**config.mk**
```make
export PLATFORM = sky130hd
export DESIGN_NAME = branch_predictor_flat
export DESIGN_NICKNAME = d
export VERILOG_FILES = /design/src/rtl/branch_predictor_pkg.sv /design/src/rtl/branch_predictor_if.sv /design/src/rtl/branch_inflight_fifo.sv /design/src/rtl/branch_predictor.sv /design/src/flat_wrapper.sv
export SDC_FILE = /design/constraint.sdc
export NUM_CORES = 1
export LEC_CHECK = 0
export BUFFER_PORTS_ARGS = -buffer_cell sky130_fd_sc_hd__buf_2
export CAP_MARGIN = 20
export CELL_PAD_IN_SITES_DETAIL_PLACEMENT = 0
export CELL_PAD_IN_SITES_GLOBAL_PLACEMENT = 1
export CORE_MARGIN = 2
export CORE_UTILIZATION = 45
export CTS_BUF_LIST = sky130_fd_sc_hd__clkbuf_16
export DETAILED_ROUTE_END_ITERATION = 10
export HOLD_SLACK_MARGIN = 0.1
export MAX_ROUTING_LAYER = met4
export PLACE_DENSITY = 0.9
export SLEW_MARGIN = 20
export SYNTH_ARGS = -nofsm -noshare
export SYNTH_HDL_FRONTEND = slang
export SYNTH_SLANG_ARGS = --single-unit
export TNS_END_PERCENT = 10
```
**constraint.sdc**
```tcl
create_clock -name clk -period 7.62 [get_ports clk]
set_input_delay 1.524 -clock clk [delete_from_list [all_inputs] [get_ports clk]]
set_output_delay 1.524 -clock clk [all_outputs]
set_load 0.01 [all_outputs]
```
**src/rtl/branch_predictor_pkg.sv**
```systemverilog
// rtl/branch_predictor_pkg.sv - shared constants, counter encodings and helpers for the branch predictor
//
// Contents:
//   OPC_BRANCH   : RV32 conditional-branch (B-type) opcode.
//   bht_ctr_e    : 2-bit saturating counter encodings SNT/WNT/WT/ST.
//   BHT_RST      : counter value every BHT entry takes on reset.
//   ctr_update() : saturating counter step toward the resolved direction.
package branch_predictor_pkg;

  localparam int XLEN = 32;
  localparam int MCNT_W = 16;

  localparam logic [6:0] OPC_BRANCH = 7'b1100011;

  typedef enum logic [1:0] {
    SNT = 2'd0,
    WNT = 2'd1,
    WT  = 2'd2,
    ST  = 2'd3
  } bht_ctr_e;

  localparam bht_ctr_e BHT_RST = WNT;

  function automatic bht_ctr_e ctr_update(input bht_ctr_e c, input logic taken);
    if (taken) begin
      return (c == ST) ? ST : bht_ctr_e'(c + 2'd1);
    end
    return (c == SNT) ? SNT : bht_ctr_e'(c - 2'd1);
  endfunction

endpackage

```
**src/rtl/branch_predictor_if.sv**
```systemverilog
// rtl/branch_predictor_if.sv - fetch/resolve/redirect signal bundle for the branch predictor
//
// Signals:
//   fetch side  : f_valid, f_is_branch, f_pc, f_imm (to predictor);
//                 f_ready, pred_taken, pred_target (from predictor)
//   resolve side: r_valid, r_branch, r_target (to predictor)
//   redirect    : mispredict, redirect_pc, mispredict_count, err (from predictor)
// Modports: master = pipeline driving fetch/resolve, slave = predictor.
interface branch_predictor_if;
  import branch_predictor_pkg::*;

  logic              f_valid;
  logic              f_is_branch;
  logic [XLEN-1:0]   f_pc;
  logic [XLEN-1:0]   f_imm;
  logic              f_ready;
  logic              pred_taken;
  logic [XLEN-1:0]   pred_target;

  logic              r_valid;
  logic              r_branch;
  logic [XLEN-1:0]   r_target;

  logic              mispredict;
  logic [XLEN-1:0]   redirect_pc;
  logic [MCNT_W-1:0] mispredict_count;
  logic              err;

  modport master (
    output f_valid, f_is_branch, f_pc, f_imm, r_valid, r_branch, r_target,
    input  f_ready, pred_taken, pred_target, mispredict, redirect_pc,
           mispredict_count, err
  );

  modport slave (
    input  f_valid, f_is_branch, f_pc, f_imm, r_valid, r_branch, r_target,
    output f_ready, pred_taken, pred_target, mispredict, redirect_pc,
           mispredict_count, err
  );

endinterface

```
**src/rtl/branch_inflight_fifo.sv**
```systemverilog
// rtl/branch_inflight_fifo.sv - in-order queue of unresolved predictions with flush
//
// Ports:
//   clk, rst  : clock, asynchronous active-high reset
//   push_i    : enqueue din_i (accepted when not full, or when a pop frees a slot)
//   pop_i     : dequeue head (ignored when empty)
//   flush_i   : discard all entries; wins over push and pop
//   din_i     : entry to enqueue
//   head_o    : oldest entry (valid when !empty_o)
//   full_o    : DEPTH entries held
//   empty_o   : no entries held
module branch_inflight_fifo #(
  parameter int DEPTH = 4,
  parameter int W     = 8
) (
  input  logic         clk,
  input  logic         rst,
  input  logic         push_i,
  input  logic         pop_i,
  input  logic         flush_i,
  input  logic [W-1:0] din_i,
  output logic [W-1:0] head_o,
  output logic         full_o,
  output logic         empty_o
);

  localparam int PW = $clog2(DEPTH);
  localparam logic [PW:0] FULL_CNT = (PW+1)'(DEPTH);

  logic [W-1:0]  mem_q [DEPTH];
  logic [PW-1:0] head_q, tail_q;
  logic [PW:0]   count_q;
  logic          do_push, do_pop;

  assign empty_o = (count_q == '0);
  assign full_o  = (count_q == FULL_CNT);
  assign head_o  = mem_q[head_q];

  assign do_pop  = pop_i & ~empty_o;
  // A pop in the same cycle frees the slot, so a full queue still accepts.
  assign do_push = push_i & (~full_o | do_pop);

  always_ff @(posedge clk) begin
    if (do_push && !flush_i) begin
      mem_q[tail_q] <= din_i;
    end
  end

  // Pointers are PW bits wide, so increments wrap modulo DEPTH.
  always_ff @(posedge clk or posedge rst) begin
    if (rst) begin
      head_q  <= '0;
      tail_q  <= '0;
      count_q <= '0;
    end else if (flush_i) begin
      head_q  <= '0;
      tail_q  <= '0;
      count_q <= '0;
    end else begin
      if (do_push) tail_q <= tail_q + 1'b1;
      if (do_pop)  head_q <= head_q + 1'b1;
      case ({do_push, do_pop})
        2'b10:   count_q <= count_q + 1'b1;
        2'b01:   count_q <= count_q - 1'b1;
        default: count_q <= count_q;
      endcase
    end
  end

endmodule

```
**src/rtl/branch_predictor.sv**
```systemverilog
// rtl/branch_predictor.sv - 2-bit BHT direction predictor with in-order resolution and redirect
//
// Ports:
//   clk, rst : clock, asynchronous active-high reset
//   bp       : branch_predictor_if.slave
//              fetch lookup  -> pred_taken / pred_target (combinational), f_ready
//              resolution    -> BHT update, registered mispredict + redirect_pc
//              status        -> mispredict_count (saturating), err (sticky pop-when-empty)
module branch_predictor
  import branch_predictor_pkg::*;
#(
  parameter int BHT_ENTRIES = 16,
  parameter int INFL_DEPTH  = 4
) (
  input logic               clk,
  input logic               rst,
  branch_predictor_if.slave bp
);

  localparam int IDX_W = $clog2(BHT_ENTRIES);
  localparam int ENT_W = XLEN + IDX_W + 1;

  bht_ctr_e bht_q [BHT_ENTRIES];

  logic [IDX_W-1:0]  f_idx;
  logic              push, pop_ok;
  logic              fifo_full, fifo_empty;
  logic [ENT_W-1:0]  push_data, head_data;
  logic [XLEN-1:0]   head_pc;
  logic [IDX_W-1:0]  head_idx;
  logic              head_pred;

  logic              misp_d, misp_q;
  logic [XLEN-1:0]   redirect_d, redirect_q;
  logic [MCNT_W-1:0] mcnt_d, mcnt_q;
  logic              err_d, err_q;
  bht_ctr_e          ctr_d;

  // Lookup reads the registered table only: an update this cycle is seen next cycle.
  assign f_idx          = bp.f_pc[IDX_W+1:2];
  assign bp.pred_taken  = bht_q[f_idx][1];
  assign bp.pred_target = bp.f_pc + bp.f_imm;

  assign pop_ok = bp.r_valid & ~fifo_empty;
  assign misp_d = pop_ok & (head_pred != bp.r_branch);

  // A correct pop frees a slot this cycle, letting a full queue take a push.
  // During the redirect pulse fetch is stalled outright.
  assign bp.f_ready = (~fifo_full | (pop_ok & ~misp_d)) & ~misp_q;
  assign push       = bp.f_valid & bp.f_is_branch & bp.f_ready;
  assign push_data  = {bp.f_pc, f_idx, bp.pred_taken};
  assign {head_pc, head_idx, head_pred} = head_data;

  // Flushing on a mispredict also drops any push from the same cycle: it is wrong path.
  branch_inflight_fifo #(
    .DEPTH (INFL_DEPTH),
    .W     (ENT_W)
  ) u_fifo (
    .clk     (clk),
    .rst     (rst),
    .push_i  (push),
    .pop_i   (bp.r_valid),
    .flush_i (misp_d),
    .din_i   (push_data),
    .head_o  (head_data),
    .full_o  (fifo_full),
    .empty_o (fifo_empty)
  );

  always_comb begin
    ctr_d      = ctr_update(bht_q[head_idx], bp.r_branch);
    redirect_d = redirect_q;
    if (misp_d) begin
      redirect_d = bp.r_branch ? bp.r_target : head_pc + 32'd4;
    end
    mcnt_d = mcnt_q;
    if (misp_d && (mcnt_q != '1)) begin
      mcnt_d = mcnt_q + 1'b1;
    end
    err_d = err_q | (bp.r_valid & fifo_empty);
  end

  always_ff @(posedge clk or posedge rst) begin
    if (rst) begin
      for (int i = 0; i < BHT_ENTRIES; i++) begin
        bht_q[i] <= BHT_RST;
      end
    end else if (pop_ok) begin
      bht_q[head_idx] <= ctr_d;
    end
  end

  always_ff @(posedge clk or posedge rst) begin
    if (rst) begin
      misp_q     <= 1'b0;
      redirect_q <= '0;
      mcnt_q     <= '0;
      err_q      <= 1'b0;
    end else begin
      misp_q     <= misp_d;
      redirect_q <= redirect_d;
      mcnt_q     <= mcnt_d;
      err_q      <= err_d;
    end
  end

  assign bp.mispredict       = misp_q;
  assign bp.redirect_pc      = redirect_q;
  assign bp.mispredict_count = mcnt_q;
  assign bp.err              = err_q;

endmodule

```
**src/flat_wrapper.sv**
```systemverilog
// flat-port wrapper written by rule: the top's interface ports become plain ports
module branch_predictor_flat import branch_predictor_pkg::*;
#(
  parameter int BHT_ENTRIES = 16,
  parameter int INFL_DEPTH  = 4
)
  (clk, rst, bp_f_valid, bp_f_is_branch, bp_f_pc, bp_f_imm, bp_r_valid, bp_r_branch, bp_r_target, bp_f_ready, bp_pred_taken, bp_pred_target, bp_mispredict, bp_redirect_pc, bp_mispredict_count, bp_err);
  branch_predictor_if bp_i ();
  input logic clk;
  input logic rst;
  input wire logic [$bits(bp_i.f_valid)-1:0] bp_f_valid;
  input wire logic [$bits(bp_i.f_is_branch)-1:0] bp_f_is_branch;
  input wire logic [$bits(bp_i.f_pc)-1:0] bp_f_pc;
  input wire logic [$bits(bp_i.f_imm)-1:0] bp_f_imm;
  input wire logic [$bits(bp_i.r_valid)-1:0] bp_r_valid;
  input wire logic [$bits(bp_i.r_branch)-1:0] bp_r_branch;
  input wire logic [$bits(bp_i.r_target)-1:0] bp_r_target;
  output wire logic [$bits(bp_i.f_ready)-1:0] bp_f_ready;
  output wire logic [$bits(bp_i.pred_taken)-1:0] bp_pred_taken;
  output wire logic [$bits(bp_i.pred_target)-1:0] bp_pred_target;
  output wire logic [$bits(bp_i.mispredict)-1:0] bp_mispredict;
  output wire logic [$bits(bp_i.redirect_pc)-1:0] bp_redirect_pc;
  output wire logic [$bits(bp_i.mispredict_count)-1:0] bp_mispredict_count;
  output wire logic [$bits(bp_i.err)-1:0] bp_err;
  assign bp_i.f_valid = bp_f_valid;
  assign bp_i.f_is_branch = bp_f_is_branch;
  assign bp_i.f_pc = bp_f_pc;
  assign bp_i.f_imm = bp_f_imm;
  assign bp_i.r_valid = bp_r_valid;
  assign bp_i.r_branch = bp_r_branch;
  assign bp_i.r_target = bp_r_target;
  assign bp_f_ready = bp_i.f_ready;
  assign bp_pred_taken = bp_i.pred_taken;
  assign bp_pred_target = bp_i.pred_target;
  assign bp_mispredict = bp_i.mispredict;
  assign bp_redirect_pc = bp_i.redirect_pc;
  assign bp_mispredict_count = bp_i.mispredict_count;
  assign bp_err = bp_i.err;
  branch_predictor #(.BHT_ENTRIES(BHT_ENTRIES), .INFL_DEPTH(INFL_DEPTH)) u_core (.clk(clk), .rst(rst), .bp(bp_i));
endmodule
```
-- After elaboration in Yosys (flattened, before gate mapping)
Memories as Yosys holds them, arrays and structs flattened.
Index checks and enable logic that the tools add are counted.
- flip-flop bits (word level): 89
- RAM bits: 148
- input bits: 102
- output and inout port bits: 84
- word-level logic and storage cells: 91
- memories kept: 1
- memory list (memory ; depth ; width ; rd ports ; clocked after memory_dff ; write ports ; RTL line ; text):
    u_core.u_fifo.mem_q ; 4 ; 37 ; 1 ; 0 ; 1 ; branch_inflight_fifo.sv:30 ; logic [W-1:0] mem_q [DEPTH];
- $add $sub $neg: 9
- $lt $le $gt $ge: 3
- equal/unequal tests: 6
- multiplexer cells: 23
- bitwise operators: 17
- reduce and logical (&&, ||, !) cells: 9
- operators by type and width (operator ; number):
    $add A32 B3 Y32 const B ; 1
    $add A32 B32 Y32 ; 1
    $bwmux W32 ; 1
    $mux W32 ; 1
    $mux W2 ; 13
    $add A16 B1 Y16 const B ; 1
    $bmux W2 S4 ; 2
    $ne A16 B16 Y1 const B ; 1
    $ge A5 B5 Y1 const B ; 2
    $not A4 Y5 ; 2
    $and A1 B1 Y1 ; 8
    $demux W2 S4 ; 1
    $add A2 B1 Y2 const B ; 3
    $pmux W3 S2 ; 1
    $lt A5 B1 Y1 const B ; 1
    $eq A2 B2 Y1 const B ; 2
    $not A1 Y1 ; 4
    $reduce_bool A2 Y1 ; 2
    $add A3 B1 Y3 const B ; 1
    $eq A3 B3 Y1 const B ; 1
    $logic_and A1 B1 Y1 ; 3
    $logic_not A3 Y1 ; 1
    $mux W1 ; 3
    $mux W3 ; 1
    other kinds (8) ; 10

-- Longest topological paths before layout
Gate-level depths: netlist (run 1).
- word-level depth: 13
- gate-level depth with buffers: 14
- depth with buffers taken out: 12

-- Cells and area by module
A second synthesis (run 1) with hierarchy kept.
- cells, all modules: 885
- area total of the unflattened synthesis: 11850.1 um2
- by module, submodules not included (module ; times used ; cells an instance ; area an instance (um2) ; seq. area each (um2)):
    branch_predictor ; 1 ; 627 ; 5940.7 ; 2072.0
    branch_inflight_fifo ; 1 ; 258 ; 5909.4 ; 4619.4

-- Worst setup path before layout (run 1)
OpenSTA, ideal clock, no wires.
- kind: input to output
- start point: in bp_f_imm[0]
- end point: out bp_pred_target[30]
- arrival time: 3.764 ns
- data required time: 6.096 ns
- slack: 2.332 ns
- stages: 10
- buffers on the path: 0
- path through: ha_1 -> fa_1 -> a211oi_1 -> o21ai_0 -> a31o_2 -> a21o_1 -> a32o_1 -> a31oi_1 -> o31a_1 -> xnor2_1
- longest elaborated chain between the ends: 1
- RTL lines (item ; RTL line ; text):
    from (decl) ; flat_wrapper.sv:14 ; input wire logic [$bits(bp_i.f_imm)-1:0] bp_f_imm;
    $add A32 B32 Y32 ; branch_predictor.sv:42 ; assign bp.pred_target = bp.f_pc + bp.f_imm;
    to (decl) ; flat_wrapper.sv:20 ; output wire logic [$bits(bp_i.pred_target)-1:0] bp_pred_target;
Every way passes these cells.

-- Worst setup path in the final report (run 1)
- start point: in bp_f_pc[0]
- end point: out bp_pred_target[30]
- longest elaborated chain between the ends: 1
- RTL lines (item ; RTL line ; text):
    from (decl) ; flat_wrapper.sv:13 ; input wire logic [$bits(bp_i.f_pc)-1:0] bp_f_pc;
    $add A32 B32 Y32 ; branch_predictor.sv:42 ;
Every way passes these cells.

==> load_flow_metrics.sql, run 1 <==
INSERT INTO impl_metrics (metric_group, metric, value, unit) VALUES
('placement', 'routability_driven_placement_congestion_ratio', '0.889', ''),
('sta', 'grt_setup_unrepaired', 'no', ''),
('synth', 'synthDistinctLibCells', '65', ''),
('cts', 'clock_tree_from_tritoncts', 'yes', ''),
('cts', 'post_cts.repair.setup_buffers', '0', ''),
('cts', 'cts_repair_resize_count', '0', ''),
('cts', 'cts.reportedPaths.clkPinSlew', '0.06', 'ns'),
('worst_hold_path', 'hold_path_startpoint', 'u_core.bp.err', ''),
('global_route', 'grt_pass1_vias', '7695', ''),
('sta', 'setup_slack', '1.67', 'ns'),
('placement', 'buffer_ports.inserted', '185', ''),
('sta', 'fin_setup_tns', '0', 'ns'),
('global_route', 'globalRoute.totalOverflow', '0', ''),
('finish', 'finalNetCount', '1230', ''),
('route', 'antenna_violating_nets_post_route', '0', ''),
('worst_hold_path', 'timing.hold.worst_path_depth', '1', ''),
('sta', 'skew', '0.0128', 'ns'),
('cts', 'clock_sink_count', '221', ''),
('synth', 'post_synthesis_instance_total', '901', ''),
('route', 'detailroute.via_count', '7797', ''),
('run', 'drv.max_cap_violation_count', '0', ''),
('sta', 'tightestPinTransition', '0.884', 'ns'),
('sta', 'slew_headroom', '41.1', '%'),
('synth', 'synthesis.nets', '1046', ''),
('synth', 'asyncSetResetFlopFracSynth', '40.3', '%'),
('route', 'route.detailed.vias_per_inst', '5.45', ''),
('worst_setup_path', 'end_kind', 'output port', ''),
('cts', 'hold_buffers', '0', ''),
('worst_hold_path', 'hold_class', 'reg -> reg', ''),
('global_route', 'maximum_number_of_pins_on_one_net_before_global_route_repair', '69', ''),
('route', 'drtIter0Drc', '629', ''),
('synth', 'synth-warning-count', '0', ''),
('synth', 'ys_ff_latch', '221', ''),
('worst_setup_path', 'path_class', 'in -> out', ''),
('sta', 'post-route-min-period', '5.95', 'ns'),
('route', 'wl', '26400', 'um'),
('route', 'drc_violations', '0', ''),
('finish', 'area.growth.synth_to_final', '17.9', '%'),
('worst_setup_path', 'worstReg2RegEnd', 'u_core.u_fifo.count_q[2]', ''),
('finish', 'layout-drive-gt1-share', '29.2', '%'),
('synth', 'seq_area_frac_synth', '54.6', '%'),
('worst_setup_path', 'crit-reg2reg-launch', 'u_core.u_fifo.head_q[0]', ''),
('global_route', 'antenna_found_initial', '0', ''),
('finish', 'antennaDiodeCount', '0', ''),
('cts', 'numCtsBuffers', '23', ''),
('sta', 'final_period_util', '78.1', '%'),
('synth', 'synthFlopType', 'edfxtp_1', ''),
('route', 'avgRoutedWirePerCell', '18.5', 'um'),
('global_route', 'grt_pass1_wl', '41200', 'um'),
('synth', 'syn-cell-area', '0.0114', 'sq mm'),
('sta', 'setup_violations', '0', ''),
('placement', 'dp_hpwl', '18500', 'um'),
('worst_setup_path', 'required', '6.10', 'ns'),
('synth', 'synth-edff-count', '132', ''),
('placement', 'detailedPlace.worstSlack', '1.70', 'ns'),
('worst_setup_path', 'setup.reg_to_reg.worst_slack', '3.75', 'ns'),
('floorplanning', 'die_area', '0.0266', 'sq mm'),
('global_route', 'grt.total_usage', '20.5', '%'),
('sta', 'fmax', '168', 'MHz'),
('floorplanning', 'std_cell_rows', '58', ''),
('synth', 'mean_area_per_synthesized_cell', '12.6', 'sq um'),
('route', 'drt-pass1-iter-count', '5', ''),
('power', 'power.ir.vdd_worst', '194', 'uV'),
('sta', 'timing_max_transition_violations_final', '0', ''),
('sta', 'report.final.hold_viol_count', '0', ''),
('worst_setup_path', 'critPathMaxFanout', '5', ''),
('floorplanning', 'core-area', '0.0250', 'sq mm'),
('run_status', 'run_status', 'completed', ''),
('power', 'powerDensity', '342', 'mW/mm^2'),
('worst_setup_path', 'start_kind', 'input pin', ''),
('floorplanning', 'die_w', '163', 'um'),
('cts', 'worst_skew_pair.late_latency', '0.51', 'ns'),
('worst_hold_path', 'worst_hold_path.endpoint', 'u_core.bp.err', ''),
('floorplanning', 'floorplan.initialDensity', '45.5', '%'),
('cts', 'cts_max_path_bufs', '3', ''),
('cts', 'cts_root_buffer', 'clkbuf_16', ''),
('floorplanning', 'die-height', '163', 'um'),
('worst_setup_path', 'critPathArrivalTime', '4.43', 'ns'),
('cts', 'clock_tree.htree_level_count', '1', ''),
('floorplanning', 'floorplan.io_pins', '186', ''),
('power', 'cellLeakagePower', '5.46', 'nW'),
('worst_setup_path', 'rr_worst_depth', '13', '');
## area by class of cell
cell class / count / area, sq um
inverter: 30 / 114
clock inverter: 18 / 243
sequential: 221 / 6210
timing repair buffer: 194 / 993
multi-input combinational: 615 / 4870
fill: 2100 / 11600
tap: 330 / 413
clock buffer: 23 / 576
## critical path, cell delays in order
cell and delay [ns]:
buf_2 0.13, ha_1 0.22, fa_1 0.43, a211oi_1 0.32, o21ai_0 0.24, a31o_2 0.31, a21o_1 0.26, a32o_1 0.27
a31oi_1 0.29, o31a_1 0.18, xnor2_1 0.11, buf_2 0.14
## routing by layer
| layer | track usage [%] | share of wire [%] |
|---|---|---|
| met1 | 29.1 | 47 |
| met2 | 31.3 | 46 |
| met3 | 2.74 | 6.2 |
| met4 | 5.27 | 1.5 |
| met5 | - | 0 |
## how the worst max path moves through the flow
stage / start / to / depth (start not counted) / slack (ns)
after floorplan: bp_f_imm[0] / bp_pred_target[30] / 10 / 2.33
after global placement: bp_f_pc[0] / bp_pred_target[30] / 12 / 1.72
after detailed placement: bp_f_pc[0] / bp_pred_target[30] / 12 / 1.70
after CTS: bp_f_pc[0] / bp_pred_target[30] / 12 / 1.67
after global routing: bp_f_pc[0] / bp_pred_target[30] / 12 / 1.55
final: bp_f_pc[0] / bp_pred_target[30] / 12 / 1.67
## per-stage QoR
stage	power, mW	instance area, sq um	std cells	hold slack, ns	util, %
3_3_place_gp	3.34	12600	1390	0.439	50.3
5_1_grt	4.85	13400	1431	0.470	53.6
6_report	4.58	13400	1431	0.460	53.6
2_1_floorplan	2.90	11400	901	0.493	-
3_5_place_dp	3.39	12600	1390	0.448	50.3
4_1_cts	4.61	13400	1431	0.459	53.6
## registers in the layout (all words and copies together), names as in the netlist
register / count
u_core.bht_q: 32
u_core.bp.err: 1
u_core.bp.mispredict: 1
u_core.bp.mispredict_count: 16
u_core.bp.redirect_pc: 32
u_core.u_fifo.count_q: 3
u_core.u_fifo.head_q: 2
u_core.u_fifo.mem_q: 132
u_core.u_fifo.tail_q: 2
## kinds of logic (layout without fill, tap and decap cells)
family | Yosys count | in the layout | synth area share [%]
compound gates | 151 | 151 | 8.37
xor+xnor | 71 | 71 | 5.46
fa+ha+maj | 46 | 46 | 5.14
buf+inv | 65 | 265 | 2.65
flops | 221 | 221 | 54.6
mux | 94 | 94 | 13.2
simple gates | 253 | 253 | 10.6
## cell usage after synthesis (12+ instances only)
cell	count	area share, %
ha_1	41	4.5
mux4_1	12	2.8
clkbuf_1	18	0.59
dfstp_2	16	3.7
edfxtp_1	132	35
o221ai_1	14	1.1
dfrtp_1	73	16
nor2_1	65	2.1
xnor2_1	46	3.5
mux2_2	34	3.4
o21ai_0	30	1.3
nand3_1	31	1.4
nand2_1	84	2.8
mux2i_1	22	1.9
mux4_2	26	5.1
inv_1	30	0.99
xor2_1	25	1.9
a21oi_1	52	2.3
nor3_1	13	0.57
## cells in the final DEF, fill, tap and decap left out, types with 14 or more instances in the layout
cell       netlist  layout
nand3_1         31      31
mux2_2          34      34
mux2i_1         22      22
edfxtp_1       132     132
dfstp_2         16      16
a21oi_1         52      52
mux4_2          26      26
o221ai_1        14      14
o21ai_0         30      30
nor2_1          65      65
inv_1           30      34
ha_1            41      41
dfrtp_1         73      71
clkbuf_16        0      23
xnor2_1         46      46
nand2_1         84      83
buf_2            9     185
xor2_1          25      25
## report_power, final
group | internal (mW) | leakage (nW) | switching, mW
sequential | 1.57 | 2.27 | 0.178
clock | 0.754 | 0.414 | 0.454
combinational | 0.704 | 2.77 | 0.925
total | 3.03 | 5.46 | 1.56
No activity file was read; power rests on OpenSTA's default activity.
==> run 2, diff against run 1 <==
--- a/config.mk
+++ b/config.mk
@@ -5,17 +5,18 @@
 export SDC_FILE = /design/constraint.sdc
 export NUM_CORES = 1
 export LEC_CHECK = 0
+export ABC_AREA = 1
 export BUFFER_PORTS_ARGS = -buffer_cell sky130_fd_sc_hd__buf_2
 export CAP_MARGIN = 20
 export CELL_PAD_IN_SITES_DETAIL_PLACEMENT = 0
 export CELL_PAD_IN_SITES_GLOBAL_PLACEMENT = 1
 export CORE_MARGIN = 2
-export CORE_UTILIZATION = 45
+export CORE_UTILIZATION = 43
 export CTS_BUF_LIST = sky130_fd_sc_hd__clkbuf_16
 export DETAILED_ROUTE_END_ITERATION = 10
 export HOLD_SLACK_MARGIN = 0.1
 export MAX_ROUTING_LAYER = met4
-export PLACE_DENSITY = 0.9
+export PLACE_DENSITY = 0.91
 export SLEW_MARGIN = 20
 export SYNTH_ARGS = -nofsm -noshare
 export SYNTH_HDL_FRONTEND = slang
==> constraint.sdc (replaced) <==
create_clock -name clk -period 5.81 [get_ports clk]
set_input_delay 1.162 -clock clk [delete_from_list [all_inputs] [get_ports clk]]
set_output_delay 1.162 -clock clk [all_outputs]
set_load 0.01 [all_outputs]
==> run 2 against run 1 <==
Net effect:
- setup slack got worse by 0.41 ns
- via count increased by 38%
- power increased by 45%
- core utilization decreased by 3.1 points
- routed wire length increased by 25%
- sequential power increased by 26%
- clock skew increased by 0.0033 ns
- die area increased by 16%
==> load_flow_metrics.sql, run 2 <==
INSERT INTO impl_metrics (metric_group, metric, value, unit) VALUES
('finish', 'top_register', 'u_core.u_fifo.mem_q', ''),
('cts', 'cts_repair_resize_count', '0', ''),
('run_status', 'run_status', 'completed', ''),
('finish', 'final_cell_mix', '431 x nand2_1, 185 x buf_2, 147 x nand3_1', ''),
('sta', 'post-route-min-period', '4.55', 'ns'),
('route', 'drt-pass1-iter-count', '6', ''),
('placement', 'placed_cells', '2027', ''),
('synth', 'seq_area_frac_synth', '49.2', '%'),
('placement', 'routability_driven_placement_congestion_ratio', '0.909', ''),
('global_route', 'grt.total_usage', '22.0', '%'),
('finish', 'finalNetCount', '1814', ''),
('finish', 'layout-drive-gt1-share', '18.2', '%'),
('synth', 'mean_area_per_synthesized_cell', '8.44', 'sq um'),
('synth', 'yosys.area.top_type', 'edfxtp_1', ''),
('global_route', 'grt_pass1_wl', '53100', 'um'),
('synth', 'ys_ff_latch', '221', ''),
('worst_setup_path', 'crit-reg2reg-launch', 'u_core.u_fifo.head_q[1]', ''),
('cts', 'post_cts.repair.setup_buffers', '0', ''),
('power', 'powerDensity', '457', 'mW/mm^2'),
('sta', 'final.hold.worst_slack', '0.466', 'ns'),
('synth', 'synth_most_common_cell', 'nand2_1', ''),
('global_route', 'maximum_number_of_pins_on_one_net_before_global_route_repair', '76', ''),
('cts', 'cts_root_buffer', 'clkbuf_16', ''),
('synth', 'synthFlopType', 'edfxtp_1', ''),
('placement', 'buffer_ports.inserted', '185', ''),
('sta', 'skew', '0.0161', 'ns'),
('route', 'detailroute.via_count', '10700', ''),
('sta', 'timing_max_transition_violations_final', '0', ''),
('synth', 'asyncSetResetFlopFracSynth', '40.3', '%'),
('worst_setup_path', 'critPathMaxFanout', '21', ''),
('finish', 'largest_register_ff_count', '132', ''),
('worst_hold_path', 'hold_path_startpoint', 'u_core.bht_q[16]', ''),
('finish', 'filler_cell_count', '2705', ''),
('floorplanning', 'die_w', '175', 'um'),
('route', 'wl', '32900', 'um'),
('synth', 'synthTopCellsByArea', 'edfxtp_1 31%, dfrtp_1 14%, nand2_1 13%', ''),
('worst_hold_path', 'hold_class', 'reg -> reg', ''),
('worst_setup_path', 'start_kind', 'input pin', ''),
('worst_setup_path', 'path_class', 'in -> out', ''),
('run', 'drv.max_cap_violation_count', '0', ''),
('worst_setup_path', 'worst_setup_path_startpoint', 'bp_f_pc[2]', ''),
('sta', 'grt_setup_unrepaired', 'no', ''),
('sta', 'fmax', '220', 'MHz'),
('synth', 'synth.top_cells.by_count', '431 x nand2_1, 147 x nand3_1, 144 x nor2_1', ''),
('route', 'drtIter0Drc', '839', ''),
('cts', 'clock_tree.htree_level_count', '1', ''),
('synth', 'synthDistinctLibCells', '50', ''),
('cts', 'clock_tree_from_tritoncts', 'yes', ''),
('power', 'cellLeakagePower', '6.55', 'nW'),
('sta', 'fin_setup_tns', '0', 'ns'),
('sta', 'report.final.hold_viol_count', '0', ''),
('route', 'antenna_violating_nets_post_route', '0', ''),
('finish', 'fin_cells', '2072', ''),
('sta', 'final_period_util', '78.4', '%'),
('cts', 'numCtsBuffers', '24', ''),
('power', 'power.ir.vdd_worst', '326', 'uV'),
('global_route', 'globalRoute.totalOverflow', '0', ''),
('synth', 'synth_largest_type_area_fraction', '31.4', '%'),
('synth', 'syn-cell-area', '0.0126', 'sq mm'),
('placement', 'dp_hpwl', '23200', 'um'),
('floorplanning', 'die-height', '175', 'um'),
('route', 'avgRoutedWirePerCell', '15.9', 'um'),
('floorplanning', 'floorplan.initialDensity', '43.8', '%'),
('sta', 'tightestPinTransition', '0.967', 'ns'),
('cts', 'cts.reportedPaths.clkPinSlew', '0.06', 'ns'),
('worst_setup_path', 'required', '4.65', 'ns'),
('cts', 'worst_skew_pair.late_latency', '0.53', 'ns'),
('global_route', 'grt_pass1_vias', '10200', ''),
('cts', 'cts_max_path_bufs', '3', ''),
('worst_setup_path', 'critPathArrivalTime', '3.39', 'ns'),
('synth', 'post_synthesis_instance_total', '1495', ''),
('finish', 'area.growth.synth_to_final', '15.2', '%'),
('floorplanning', 'std_cell_rows', '62', ''),
('worst_setup_path', 'end_kind', 'output port', ''),
('global_route', 'antenna_found_initial', '1', ''),
('synth', 'synth-edff-count', '132', ''),
('cts', 'hold_buffers', '0', ''),
('synth', 'synth-warning-count', '0', ''),
('floorplanning', 'die_area', '0.0307', 'sq mm'),
('sta', 'slew_headroom', '35.0', '%'),
('route', 'drc_violations', '0', ''),
('route', 'route.detailed.vias_per_inst', '5.17', ''),
('synth', 'synthesis.nets', '1640', ''),
('finish', 'layout.cells.most_common', 'nand2_1', ''),
('sta', 'setup_violations', '0', ''),
('cts', 'clock_sink_count', '221', ''),
('floorplanning', 'floorplan.io_pins', '186', ''),
('floorplanning', 'core-area', '0.0288', 'sq mm');
-- run 2: cell types whose count changed after synthesis, sizes merged, moves of 13 or more --
cell / previous run / this run
o21ai: 32 / 75
nand3b: 0 / 16
a21oi: 52 / 73
nand2: 84 / 450
xor2: 25 / 38
mux2: 34 / 0
mux2i: 22 / 0
nand3: 31 / 152
buf: 17 / 35
o221ai: 14 / 1
mux4: 38 / 0
inv: 30 / 139
xnor2: 46 / 8
nor2: 67 / 160
-- run 2: worst paths after layout --
path,end,slack [ns],cells after the start
setup reg to reg,u_core.u_fifo.mem_q[1][8],2.07,10
hold / removal,u_core.bht_q[16],0.47,2
min in group asynchronous,u_core.bp.mispredict_count[7],0.74,2
hold reg to reg,u_core.bht_q[16],0.47,2
setup / recovery,bp_pred_target[31],1.26,13
max in group asynchronous,u_core.u_fifo.head_q[0],4.00,3
-- run 2: cell families after synthesis --
| logic type | count (synthesis) | synth area share [%] |
|---|---|---|
| flops | 221 | 49.2 |
| simple gates | 812 | 27.9 |
| xor+xnor | 46 | 3.19 |
| buf+inv | 186 | 6.92 |
| compound gates | 187 | 8.39 |
| fa+ha+maj | 43 | 4.38 |
-- run 2: metal layers --
layer  global-route usage [%]  vias up  share of wire, %
li1                         -     5306                 -
met1                     32.0     5013                49
met2                     32.9      365                43
met3                     2.97       38               6.9
met4                     4.83        0               1.6
met5                        -        -                 0
-- run 2: layout make-up --
class	count	area, sq um	share of cell area [%]
sequential	221	6210	42.8
multi-input combinational	1088	5540	38.1
timing repair buffer	194	993	6.84
clock buffer	24	601	4.13
inverter	140	529	3.64
tap	384	480	3.31
clock inverter	20	171	1.18
antenna	1	2.50	0.0172
-- run 2: worst max-delay path: stages --
cell and delay, ns:
buf_2 0.32, ha_1 0.37, a21oi_1 0.22, nand2_1 0.11
a21oi_1 0.24, o21ai_0 0.26, nand2_1 0.15, nand2_1 0.13
nand3b_1 0.14, nand2_1 0.06, nand2_1 0.06, nand2_1 0.05
buf_2 0.13
-- run 2: power by group --
part | leakage, nW | switching (mW) | internal, mW
sequential | 2.28 | 0.173 | 2.03
clock | 0.399 | 0.629 | 0.850
combinational | 3.87 | 2.05 | 0.901
-- run 2: per-stage QoR --
stage	utilization, %	total power [mW]	area [sq um]	worst slack, ns
after floorplan	-	4.42	12600	1.87
after global placement	47.8	5.10	13800	1.36
after detailed placement	47.8	5.16	13800	1.27
after CTS	50.5	6.66	14500	1.27
after global routing	50.5	7.14	14500	0.945
final	50.5	6.63	14500	1.26
